==> config.mk <==
export PLATFORM = sky130hd
export DESIGN_NAME = lcd_digit_writer
export DESIGN_NICKNAME = d
export VERILOG_FILES = /design/src/rtl/lcd_digit_writer_pkg.sv /design/src/rtl/lcd_digit_writer_number_to_code.sv /design/src/rtl/lcd_digit_writer.sv
export SDC_FILE = /design/constraint.sdc
export NUM_CORES = 1
export LEC_CHECK = 0
export ABC_AREA = 1
export CAP_MARGIN = 5
export CORE_ASPECT_RATIO = 0.8
export CORE_MARGIN = 2
export CORE_UTILIZATION = 46
export DETAILED_ROUTE_END_ITERATION = 10
export GPL_TIMING_DRIVEN = 0
export HOLD_SLACK_MARGIN = 0.1
export PLACE_DENSITY = 0.68
export SYNTH_ARGS = -nofsm -noshare
export SYNTH_HDL_FRONTEND = slang
export SYNTH_HIERARCHICAL = 1
export SYNTH_SLANG_ARGS = --single-unit
==> constraint.sdc <==
create_clock -name clk -period 3.8 [get_ports clk]
set_clock_uncertainty 0.15 [all_clocks]
set_input_delay 0.76 -clock clk [delete_from_list [all_inputs] [get_ports clk]]
set_output_delay 0.76 -clock clk [all_outputs]
set_load 0.02 [all_outputs]
==> src/rtl/lcd_digit_writer_pkg.sv <==
// Shared definitions for the LCD digit writer: FSM state encodings, LCD command
// and ASCII constants, and the sizing helper for the timing counter.
package lcd_digit_writer_pkg;

  typedef enum logic [1:0] {
    ST_IDLE  = 2'd0,
    ST_SETUP = 2'd1,
    ST_PULSE = 2'd2,
    ST_WAIT  = 2'd3
  } state_t;

  localparam logic [7:0] LCD_CMD_SET_DDRAM = 8'h80;
  localparam logic [7:0] ASCII_SPACE       = 8'h20;
  localparam logic [7:0] ASCII_ZERO        = 8'h30;
  localparam logic [3:0] BLANK_NIBBLE      = 4'hF;
  localparam logic [2:0] LAST_ITEM         = 3'd4;

  function automatic int max_int(input int a, input int b);
    return (a > b) ? a : b;
  endfunction

endpackage

==> src/rtl/lcd_digit_writer_number_to_code.sv <==
// BCD nibble to LCD character code; any non-decimal nibble shows as a space.
module lcd_digit_writer_number_to_code
  import lcd_digit_writer_pkg::*;
(
  input  logic [3:0] nibble,
  output logic [7:0] code
);

  always_comb begin
    if (nibble <= 4'd9) begin
      code = ASCII_ZERO + {4'h0, nibble};
    end else begin
      code = ASCII_SPACE;
    end
  end

endmodule

==> src/rtl/lcd_digit_writer.sv <==
// Writes a DDRAM address command followed by four BCD digits to a character LCD,
// with optional leading-zero blanking and parameterised E pulse/settle timing.
module lcd_digit_writer
  import lcd_digit_writer_pkg::*;
#(
  parameter int unsigned E_HIGH_CYC    = 20,
  parameter int unsigned CHAR_WAIT_CYC = 2000
) (
  input  logic        clk,
  input  logic        rst,
  input  logic        start,
  input  logic [15:0] digits,
  input  logic        blank_lz,
  input  logic [6:0]  addr,
  output logic        busy,
  output logic        done,
  output logic        lcd_e,
  output logic        lcd_rs,
  output logic        lcd_rw,
  output logic [7:0]  lcd_data
);

  localparam int MAX_CYC = max_int(int'(E_HIGH_CYC), int'(CHAR_WAIT_CYC));
  localparam int CW      = (MAX_CYC < 2) ? 1 : $clog2(MAX_CYC);

  state_t          state, state_next;
  logic [2:0]      item, item_next;
  logic [CW-1:0]   cnt, cnt_next;

  logic [15:0]     dig_q;
  logic            blank_q;
  logic [6:0]      addr_q;

  logic [15:0]     sel_dig;
  logic            sel_blank;
  logic [6:0]      sel_addr;
  logic            blank0, blank1, blank2;
  logic [3:0]      raw_nib;
  logic            nib_blanked;
  logic [3:0]      conv_in;
  logic [7:0]      conv_code;
  logic [7:0]      data_next;

  always_ff @(posedge clk or posedge rst) begin
    if (rst) begin
      state <= ST_IDLE;
      item  <= 3'd0;
      cnt   <= '0;
    end else begin
      state <= state_next;
      item  <= item_next;
      cnt   <= cnt_next;
    end
  end

  // Counter is loaded with (length-1) on entry to PULSE/WAIT and leaves at zero.
  always_comb begin
    state_next = state;
    item_next  = item;
    cnt_next   = cnt;
    case (state)
      ST_IDLE: begin
        if (start) begin
          state_next = ST_SETUP;
          item_next  = 3'd0;
        end
      end
      ST_SETUP: begin
        state_next = ST_PULSE;
        cnt_next   = CW'(E_HIGH_CYC - 1);
      end
      ST_PULSE: begin
        if (cnt == '0) begin
          state_next = ST_WAIT;
          cnt_next   = CW'(CHAR_WAIT_CYC - 1);
        end else begin
          cnt_next = cnt - CW'(1);
        end
      end
      ST_WAIT: begin
        if (cnt == '0) begin
          if (item < LAST_ITEM) begin
            item_next  = item + 3'd1;
            state_next = ST_SETUP;
          end else begin
            state_next = ST_IDLE;
          end
        end else begin
          cnt_next = cnt - CW'(1);
        end
      end
      default: state_next = ST_IDLE;
    endcase
  end

  always_ff @(posedge clk or posedge rst) begin
    if (rst) begin
      dig_q   <= 16'h0000;
      blank_q <= 1'b0;
      addr_q  <= 7'h00;
    end else if (state == ST_IDLE && start) begin
      dig_q   <= digits;
      blank_q <= blank_lz;
      addr_q  <= addr;
    end
  end

  // Data for SETUP is registered on the edge that enters SETUP, so in IDLE the
  // incoming inputs are used directly instead of the not-yet-latched copies.
  always_comb begin
    sel_dig   = (state == ST_IDLE) ? digits   : dig_q;
    sel_blank = (state == ST_IDLE) ? blank_lz : blank_q;
    sel_addr  = (state == ST_IDLE) ? addr     : addr_q;
    blank0    = sel_blank && (sel_dig[15:12] == 4'h0);
    blank1    = blank0 && (sel_dig[11:8] == 4'h0);
    blank2    = blank1 && (sel_dig[7:4] == 4'h0);
    raw_nib     = 4'h0;
    nib_blanked = 1'b0;
    case (item_next)
      3'd1: begin raw_nib = sel_dig[15:12]; nib_blanked = blank0; end
      3'd2: begin raw_nib = sel_dig[11:8];  nib_blanked = blank1; end
      3'd3: begin raw_nib = sel_dig[7:4];   nib_blanked = blank2; end
      3'd4: begin raw_nib = sel_dig[3:0];   nib_blanked = 1'b0;   end
      default: begin raw_nib = 4'h0; nib_blanked = 1'b0; end
    endcase
    conv_in   = nib_blanked ? BLANK_NIBBLE : raw_nib;
    data_next = (item_next == 3'd0) ? (LCD_CMD_SET_DDRAM | {1'b0, sel_addr}) : conv_code;
  end

  lcd_digit_writer_number_to_code u_conv (
    .nibble (conv_in),
    .code   (conv_code)
  );

  always_ff @(posedge clk or posedge rst) begin
    if (rst) begin
      busy     <= 1'b0;
      done     <= 1'b0;
      lcd_e    <= 1'b0;
      lcd_rs   <= 1'b0;
      lcd_data <= 8'h00;
    end else begin
      busy  <= (state_next != ST_IDLE);
      done  <= (state == ST_WAIT) && (state_next == ST_IDLE);
      lcd_e <= (state_next == ST_PULSE);
      if (state_next == ST_SETUP) begin
        lcd_rs   <= (item_next != 3'd0);
        lcd_data <= data_next;
      end
    end
  end

  assign lcd_rw = 1'b0;

endmodule

# Word level (Yosys, flattened, before mapping)
# Index checks and enable logic that the tools add are counted.
# Widths: inputs -> output; s select.
[classes]
n_reduce_logical = 16
magnitude_cmp = 2
addsub = 3
n_eq_ne = 10
muxes = 20
[ops]
columns = ["op", "count"]
rows = [
  ["$pmux 11 s3", 1],
  ["$mux 11", 2],
  ["$mux 16", 1],
  ["$mux 8", 2],
  ["$pmux 4 s4", 1],
  ["$logic_not 4->1", 3],
  ["$logic_not 11->1", 1],
  ["$sub 11x1->11 const B", 1],
  ["$mux 3", 3],
  ["$pmux 2 s4", 1],
  ["$add 6x4->7 const A", 1],
  ["$mux 7", 1],
  ["$eq 2x2->1 const B", 3],
  ["$eq 3x2->1 const B", 2],
  ["$mux 2", 3],
  ["$pmux 3 s2", 1],
  ["$reduce_bool 3->1", 2],
  ["$logic_and 1x1->1", 5],
  ["$eq 2x1->1 const B", 2],
  ["$le 4x4->1 const B", 1],
  ["$logic_not 2->1", 2],
  ["$mux 4", 1],
  ["$add 3x1->3 const B", 1],
  ["$eq 3x1->1 const B", 1],
  ["8 further kinds", 9],
]
[totals]
inputBits = 27
reg_bits = 52
wordCells = 62
output_inout_bits = 13

# Logic depth before layout (Yosys ltp)
# Gate-level depths: netlist of run 1.
[depth]
depth_word = 11
ltp_mapped = 22
mapped_depth_nobuf = 21

# Cells and area by module
# Netlist of run 1, hierarchy kept.
[by_module_without_submodules]
columns = ["module", "seq_area_each_um2", "area_each_um2", "cells_each", "instances"]
rows = [
  ["lcd_digit_writer", 1301.2, 3054.2, 406, 1],
  ["lcd_digit_writer_number_to_code", 0.0, 73.8, 16, 1],
]

# Worst setup path after synthesis of run 1
# Ideal clock, no wire load.
[synth_timing]
path_kind = "input port to flip-flop"
start = "input start"
end = "register lcd_data[0]"
arrival_ns = 2.184
cell_stages = 20
setup_time_ns = 0.117
setup_slack_ns = 1.348
n_path_buf = 1
t_required_ns = 3.533
path_cell_list = "inv_1 nand2_1 nand3_1 nand2_1 clkinv_1 nand2_2 nand2_2 nor2_4 buf_6 nand3_1 nand2_1 nor2_1 nand2_1 inv_1 nor2_2 nor2_1 inv_1 nand2_1 nand3_1 nand2_1"
[synth_between]
elab_chain_len = 8
elab_cells_between_ends = 17
cone_classes = "add/sub: 1; order compare: 1; eq/ne: 5; mux: 9; reduce/logical: 1"
[synth_lines]
columns = ["element", "line", "text"]
rows = [
  ["start, declared", "lcd_digit_writer.sv:11", "input logic start,"],
  ["$mux 3 *", "lcd_digit_writer.sv:63", "if (start) begin"],
  ["$pmux 3 s2 *", "lcd_digit_writer.sv:61", "case (state)"],
  ["net item_next[1]", "lcd_digit_writer.sv:27", "logic [2:0] item, item_next;"],
  ["$eq 3x3->1, or another cell as far along", "lcd_digit_writer.sv:119", "case (item_next)"],
  ["$pmux 4 s4 or $pmux 1 s3 (tied branches)", "lcd_digit_writer.sv:119", ""],
  ["$mux 4 *", "lcd_digit_writer.sv:126", "conv_in = nib_blanked ? BLANK_NIBBLE : raw_nib;"],
  ["net conv_in[3]", "lcd_digit_writer.sv:40", "logic [3:0] conv_in;"],
  ["$le 4x4->1 *", "lcd_digit_writer_number_to_code.sv:10", "if (nibble <= 4'd9) begin"],
  ["$mux 8 *", "lcd_digit_writer_number_to_code.sv:10", ""],
  ["net conv_code[0]", "lcd_digit_writer.sv:41", "logic [7:0] conv_code;"],
  ["$mux 8 *", "lcd_digit_writer.sv:127", "data_next = (item_next == 3'd0) ? (LCD_CMD_SET_DDRAM | {1'b0, sel_addr}) : conv_code;"],
  ["end signal, assigned", "lcd_digit_writer.sv:148", "lcd_data <= data_next;"],
  ["end, declared", "lcd_digit_writer.sv:20", "output logic [7:0] lcd_data"],
]
# Mark *: on every way through the listed nets, which the timed path passes. The rest lies on a longest branch.
# A chain may end at the register's enable or synchronous reset.

# Final worst setup path of run 1
[layout_timing]
start = "register state[0]"
end = "register lcd_data[4]"
[layout_between]
elab_chain_len = 11
elab_cells_between_ends = 31
cone_classes = "add/sub: 1; order compare: 1; eq/ne: 8; mux: 13; reduce/logical: 8"
[layout_lines]
columns = ["element", "line", "text"]
rows = [
  ["start, declared", "lcd_digit_writer.sv:26", "state_t state, state_next;"],
  ["start signal, assigned", "lcd_digit_writer.sv:50", "state <= state_next;"],
  ["$logic_not 2->1", "lcd_digit_writer.sv:61, lcd_digit_writer.sv:111, lcd_digit_writer.sv:112", ""],
  ["$mux 16", "lcd_digit_writer.sv:111", "sel_dig = (state == ST_IDLE) ? digits : dig_q;"],
  ["$logic_not 4->1", "lcd_digit_writer.sv:114", "blank0 = sel_blank && (sel_dig[15:12] == 4'h0);"],
  ["$logic_and 1x1->1", "lcd_digit_writer.sv:114", ""],
  ["$logic_and 1x1->1", "lcd_digit_writer.sv:115", "blank1 = blank0 && (sel_dig[11:8] == 4'h0);"],
  ["$logic_and 1x1->1", "lcd_digit_writer.sv:116", "blank2 = blank1 && (sel_dig[7:4] == 4'h0);"],
  ["$pmux 1 s3", "lcd_digit_writer.sv:119", ""],
  ["$mux 4 *", "lcd_digit_writer.sv:126", ""],
  ["net conv_in[3]", "lcd_digit_writer.sv:40", ""],
  ["$add 6x4->7 or $le 4x4->1 (tied branches)", "lcd_digit_writer_number_to_code.sv:11, lcd_digit_writer_number_to_code.sv:10", ""],
  ["$mux 8 *", "lcd_digit_writer_number_to_code.sv:10", ""],
  ["net conv_code[4]", "lcd_digit_writer.sv:41", ""],
  ["$mux 8 *", "lcd_digit_writer.sv:127", ""],
]
# Marked as above.

==> out/results.txt, run 1 <==
Status -> complete, no violations
Routed Antenna Nets -> 0
Synthesized-area fraction occupied by and/or/nand/nor cells -> 0.321
Setup_tns -> 0 ps
R2r setup slk -> 760 ps
PD cells -> 266 nW/µm²
# setup viols final -> 0
Cell count after synthesis -> 422
CP max FO -> 10
Routed wire length -> 6850 µm
Critical path class -> reg -> reg
Max_cap viols -> 0
Distinct cells, synth -> 37
Synth Flop Type -> dfrtp_1
Total GRT Usage -> 0.204
Commonest non-fill, non-tap cell in the layout -> nand2_1
Synth Area in Compound Gates -> 0.0868
Critical path destination -> lcd_data[4]$_DFFE_PP0N_
Initial antenna violation count -> 0
Worst setup path start -> state[0]$_DFF_PP0_
Clock Sinks -> 52
Leak -> 0.00196 µW
Largest family of logic cells by synthesized area -> simple AND/OR/NAND/NOR gates
Max Clock Freq -> 329 MHz
Post-Syn Area -> 3130 µm²
Area growth syn-to-layout -> 19.8%
VDD IR max -> 0.000165 V
Cell Count, Final, Fillers Out -> 554
Mux contribution to synthesized area -> 0.0468
Resized Gates After CTS -> 0
Post-CTS Hold Buffers -> 0
Placed insts -> 546
Residual DRC count -> 0
Share of cells above drive strength 1 -> 0.128
Largest net degree at the start of global routing -> 29
Seq/Total Area, Yosys -> 0.416
CP Capture Type -> flip-flop
RR Endpoint -> lcd_data[4]$_DFFE_PP0N_
Signal arrival time at the worst endpoint -> 3110 ps
Final period util -> 0.801
Post-CTS Setup Bufs -> 0
Die width -> 96.2 µm
CTS buffer count -> 5
Crit-path cells -> inv_1 -> ha_1 -> buf_2 -> clkbuf_1 -> nand2_1 -> o21ai_0 -> o211ai_1 -> nor4_1 -> nand2_2 -> nand2_1 -> inv_1 -> nor2_2 -> inv_1 -> inv_1 -> nand2_1 -> nand3_1 -> nand2_1
Synthesized flop and latch total -> 52
Starting Density -> 0.483
R2r startpoint -> state[0]$_DFF_PP0_
Detailed placer's ending HPWL -> 5130 µm
Final Hold Vio Count -> 0
Synth top area cells -> dfrtp_1, nand2_1, nand3_1
Hold Crit Class -> reg -> reg
WL per Instance -> 12.4 µm
Adder-Cell Fraction of Synth Area -> 0.0280
FFs w/ async S/R, synth -> 1.00
Critical Path RT -> 3860 ps
CP max stage cell -> dfrtp_1
Vias in the first global route -> 2,656
Net count, final -> 503
Post-route worst setup slack -> 758 ps
Gr ovfl total -> 0
Clock transition at path regs -> 100 ps
Post-synth EDFFs -> 0
Max-slew violation count -> 0
Filler instances -> 602
RSZ-0062 raised after global routing -> false
Yosys top cell area share -> 0.416
Relative slew slack -> 0.631
Port buffer count -> 38
# rows -> 26
RD Place Congestion -> 0.859
I/O pin total -> 40
Global-route wire length before repair -> 12,100 µm
Core area -> 6470 µm²
Die area -> 7480 µm²
DR vias -> 2,729
Minimum clock period after layout -> 3040 ps
CP max stage delay -> 400 ps
Synth Warn # -> 6
Clock tree buffer depth -> 2
Pre-CTS setup slack -> 607 ps
TritonCTS clock tree -> yes
Mean number of vias per cell -> 4.93
Worst Setup Start Kind -> flip-flop
Pre-antenna DRT Iters -> 4
Synth area leader -> dfrtp_1
Clk_lat worst skew -> 310 ps
XOR/XNOR share of the synthesized area -> 0.00560
Avg Inst Size Synth -> 7.41 µm²
Worst Tran Pin Value -> 552 ps
H-tree Lvls -> 2
Initial detailed-routing violation count -> 114
Commonest cells after routing, fill and taps aside -> nand2_1, dfrtp_1, inv_1
Clock Tree Root -> clkbuf_8
N_diodes -> 0
Height of the chip -> 77.8 µm
Worst r2r path cells -> 17
-- where the power goes --
group | internal, µW | leakage, µW | switching (µW)
logic | 29.6 | 0.00126 | 21.6
registers | 553 | 0.000649 | 0
clock network | 195 | 0.0000541 | 198
total | 778 | 0.00196 | 220
-- synthesized netlist by cell type, types with 2 or more instances --
library cell and number:
ha_1 7, nor2_2 6, buf_2 3, dfrtp_1 52, mux2_2 13, nor2_1 28, nand2_1 130, nand2_2 8
nand4_1 2, buf_4 5, o22ai_1 2, a22oi_1 2, nor3_1 4, clkbuf_1 6, o21ai_1 2, inv_2 7
nand3b_1 3, nor2_4 2, conb_1 3, inv_1 46, a31oi_1 3, a21oi_1 2, o21ai_0 36, nand3_1 37
-- area by class of cell --
type                            count  area [µm²]  share of cell area
Clock buffer                        5        68.8              0.0184
Multi-Input combinational cell    302        1540               0.411
Timing Repair Buffer               39         400               0.107
Clock inverter                      3        42.5              0.0113
Inverter                           54         203              0.0541
Buffer                             15        86.3              0.0230
Sequential cell                    52        1300               0.347
Tap cell                           84         105              0.0280
-- per-layer routing --
metal  track usage  up-vias  share of wire  wire (µm)
met4        0.0586        0          0.014         93
met3        0.0379       12          0.037        251
met2         0.326       49           0.46       3120
met5             0        -              0          0
li1              -     1423              -          -
met1         0.282     1245           0.49       3390
-- stage by stage --
stage	instance area, µm²	power, µW	hold slack, ps	utilization
floorplan	3130	580	298	-
global placement	3620	613	311	0.559
detailed placement	3640	616	316	0.562
CTS	3750	1010	342	0.579
global route	3750	1040	365	0.579
finish	3750	998	337	0.579
-- worst min path at each step --
stage | startpoint | to | cells after the start
after floorplan | dig_q[14]$_DFFE_PP0P_ | dig_q[14]$_DFFE_PP0P_ | 2
after global placement | addr_q[2]$_DFFE_PP0P_ | addr_q[2]$_DFFE_PP0P_ | 2
after detailed placement | lcd_data[6]$_DFFE_PP0N_ | lcd_data[6]$_DFFE_PP0N_ | 2
after CTS | dig_q[14]$_DFFE_PP0P_ | dig_q[14]$_DFFE_PP0P_ | 2
after global routing | addr_q[2]$_DFFE_PP0P_ | addr_q[2]$_DFFE_PP0P_ | 2
final | addr_q[5]$_DFFE_PP0P_ | addr_q[5]$_DFFE_PP0P_ | 2
-- sequential cells by signal, summed over array words and instances (netlist names) --
| name | cells |
|---|---|
| addr_q | 7 |
| blank_q | 1 |
| busy | 1 |
| cnt | 11 |
| dig_q | 16 |
| done | 1 |
| item | 3 |
| lcd_data | 8 |
| lcd_e | 1 |
| lcd_rs | 1 |
| state | 2 |
-- critical path, delay by kind of cell, from the launching register on --
family / cells / cell delay, ps
and+or+nand+nor: 8 / 950
buffers and inverters: 6 / 920
DFF: 1 / 400
AOI/OAI and AO/OA: 2 / 340
adders and majority gates: 1 / 170
-- cell families after synthesis --
kind of cell / after synthesis
other: 3
buffers and inverters: 69
muxes: 13
xor gates and xnor gates: 2
and+or+nand+nor: 226
adders and majority gates: 7
AOI/OAI and AO/OA: 50
DFF: 52
Note: power is estimated with default switching activity, not from simulation.
==> run 2: changes to the inputs <==
Clock period 3.8 ns to 2.8 ns, I/O delays scaled along.
==> out/results.txt, run 2 (synthesized netlist as in run 1, its figures left out) <==
Top reg by flops -> dig_q
Die area -> 7480 µm²
Worst Tran Pin Value -> 556 ps
Minimum clock period after layout -> 2710 ps
Commonest non-fill, non-tap cell in the layout -> nand2_1
RSZ-0062 raised after global routing -> true
Height of the chip -> 77.8 µm
PD cells -> 339 nW/µm²
Routed Antenna Nets -> 0
Clock transition at path regs -> 110 ps
CP Capture Type -> flip-flop
DR vias -> 2,861
CP max FO -> 7
Total GRT Usage -> 0.204
Share of cells above drive strength 1 -> 0.197
Worst r2r path cells -> 22
Gr ovfl total -> 0
Biggest regs -> dig_q x16, cnt x11, lcd_data x8
RD Place Congestion -> 0.859
Status -> complete, no violations
Fin util -> 0.620
Pre-antenna DRT Iters -> 6
Crit-path cells -> inv_4 -> ha_4 -> buf_8 -> nand2_4 -> inv_4 -> nor2_4 -> nand3_1 -> nand2_2 -> nand2_4 -> nor2_4 -> buf_4 -> nand3b_1 -> nand2_1 -> nor2_1 -> nand2_1 -> nor2_2 -> nor2_4 -> inv_1 -> inv_1 -> nand2_1 -> nand3_2 -> nand2_1
Max-slew violation count -> 0
Detailed placer's ending HPWL -> 5130 µm
TritonCTS clock tree -> yes
Port buffer count -> 38
Hold Crit Class -> reg -> reg
Initial detailed-routing violation count -> 129
Initial antenna violation count -> 0
# rows -> 26
Critical Path Most Common Cell -> nand2_1
VDD IR max -> 0.000224 V
CP max stage cell -> dfrtp_1
Placed insts -> 546
Mean number of vias per cell -> 5.05
R2r setup slk -> 90 ps
Signal arrival time at the worst endpoint -> 2780 ps
Clk_lat worst skew -> 320 ps
Clock Tree Root -> clkbuf_8
Cell Count, Final, Fillers Out -> 567
Worst Hold Slack -> 330 ps
Most Crowded Layer GR -> met2
Area growth syn-to-layout -> 28.3%
Final Hold Vio Count -> 0
Largest net degree at the start of global routing -> 29
Final period util -> 0.967
RR Endpoint -> lcd_data[4]$_DFFE_PP0N_
Global-route wire length before repair -> 12,100 µm
Clock tree buffer depth -> 2
I/O pin total -> 40
Critical path destination -> lcd_data[4]$_DFFE_PP0N_
Relative slew slack -> 0.629
H-tree Lvls -> 2
R2r startpoint -> state[0]$_DFF_PP0_
Core area -> 6470 µm²
Leak -> 0.00205 µW
CP max stage delay -> 450 ps
Residual DRC count -> 0
WL per Instance -> 13.1 µm
Worst Setup Start Kind -> flip-flop
Die width -> 96.2 µm
Critical path class -> reg -> reg
N_diodes -> 0
Starting Density -> 0.483
Commonest cells after routing, fill and taps aside -> nand2_1, dfrtp_1, inv_1
Net count, final -> 516
# setup viols final -> 0
Worst setup path start -> state[0]$_DFF_PP0_
CTS buffer count -> 5
Clock Sinks -> 52
Critical Path RT -> 2870 ps
Met2 usage -> 0.326
Max reg flops -> 16
Vias in the first global route -> 2,654
GR Layer Usage met3 -> 0.0369
Max Clock Freq -> 370 MHz
Max_cap viols -> 0
Met1 GRT Util -> 0.280
Routed wire length -> 7410 µm
## run 2: changes by cell type in the layout (fill, tap and decap cells not counted), sizes merged
cell    before  now
buf         10   24
clkbuf      11   10
## run 2: metal layers
| layer | wire length [µm] | share of wire |
|---|---|---|
| met4 | 74 | 0.010 |
| met2 | 3580 | 0.48 |
| met1 | 3530 | 0.48 |
| met5 | 0 | 0 |
| met3 | 225 | 0.030 |
## run 2: what timing repair did
action | 4_1_cts | 5_1_grt
cloned | 0 | 1
resized for setup | 2 | 48
hold buffers | 0 | 0
endpoints found under the setup margin | 4 | 5
pin swaps | 0 | 16
buffers inserted | 0 | 13
## run 2: how the worst min path moves through the flow
stage	startpoint	end	slack, ps	cells after the start
3_3_place_gp	addr_q[2]$_DFFE_PP0P_	addr_q[2]$_DFFE_PP0P_	310	2
3_5_place_dp	lcd_data[6]$_DFFE_PP0N_	lcd_data[6]$_DFFE_PP0N_	320	2
2_1_floorplan	dig_q[14]$_DFFE_PP0P_	dig_q[14]$_DFFE_PP0P_	300	2
6_report	lcd_data[1]$_DFFE_PP0N_	lcd_data[1]$_DFFE_PP0N_	330	2
5_1_grt	addr_q[2]$_DFFE_PP0P_	addr_q[2]$_DFFE_PP0P_	360	2
4_1_cts	dig_q[14]$_DFFE_PP0P_	dig_q[14]$_DFFE_PP0P_	340	2
## run 2: where the power goes
part | switching (µW) | internal, µW
logic | 29.6 | 40.2
registers | 0 | 750
clock network | 274 | 265
total | 304 | 1060
## run 2: layout make-up
cell class / instances / area, µm²
Buffer: 14 / 106
Clock buffer: 5 / 68.8
Clock inverter: 3 / 42.5
Fill cell: 579 / 2460
Inverter: 54 / 213
Multi-Input combinational cell: 302 / 1670
Sequential cell: 52 / 1300
Tap cell: 84 / 105
Timing Repair Buffer: 53 / 507
## run 2: critical path, delay by kind of cell, from the launching register on
kind,cells,cell delay (ps)
and+or+nand+nor,15,1340
adders and majority gates,1,170
DFF,1,450
buffers and inverters,6,490
## run 2: metrics by stage
stage	setup TNS [ps]	instance area, µm²	total power [µW]	setup WS, ps
after floorplan	0	3130	787	350
after global placement	-12900	3620	832	-239
after detailed placement	-733	3640	836	-193
after CTS	0	3750	1370	7.08
after global routing	-250	4010	1410	-105
final	0	4010	1360	93.6
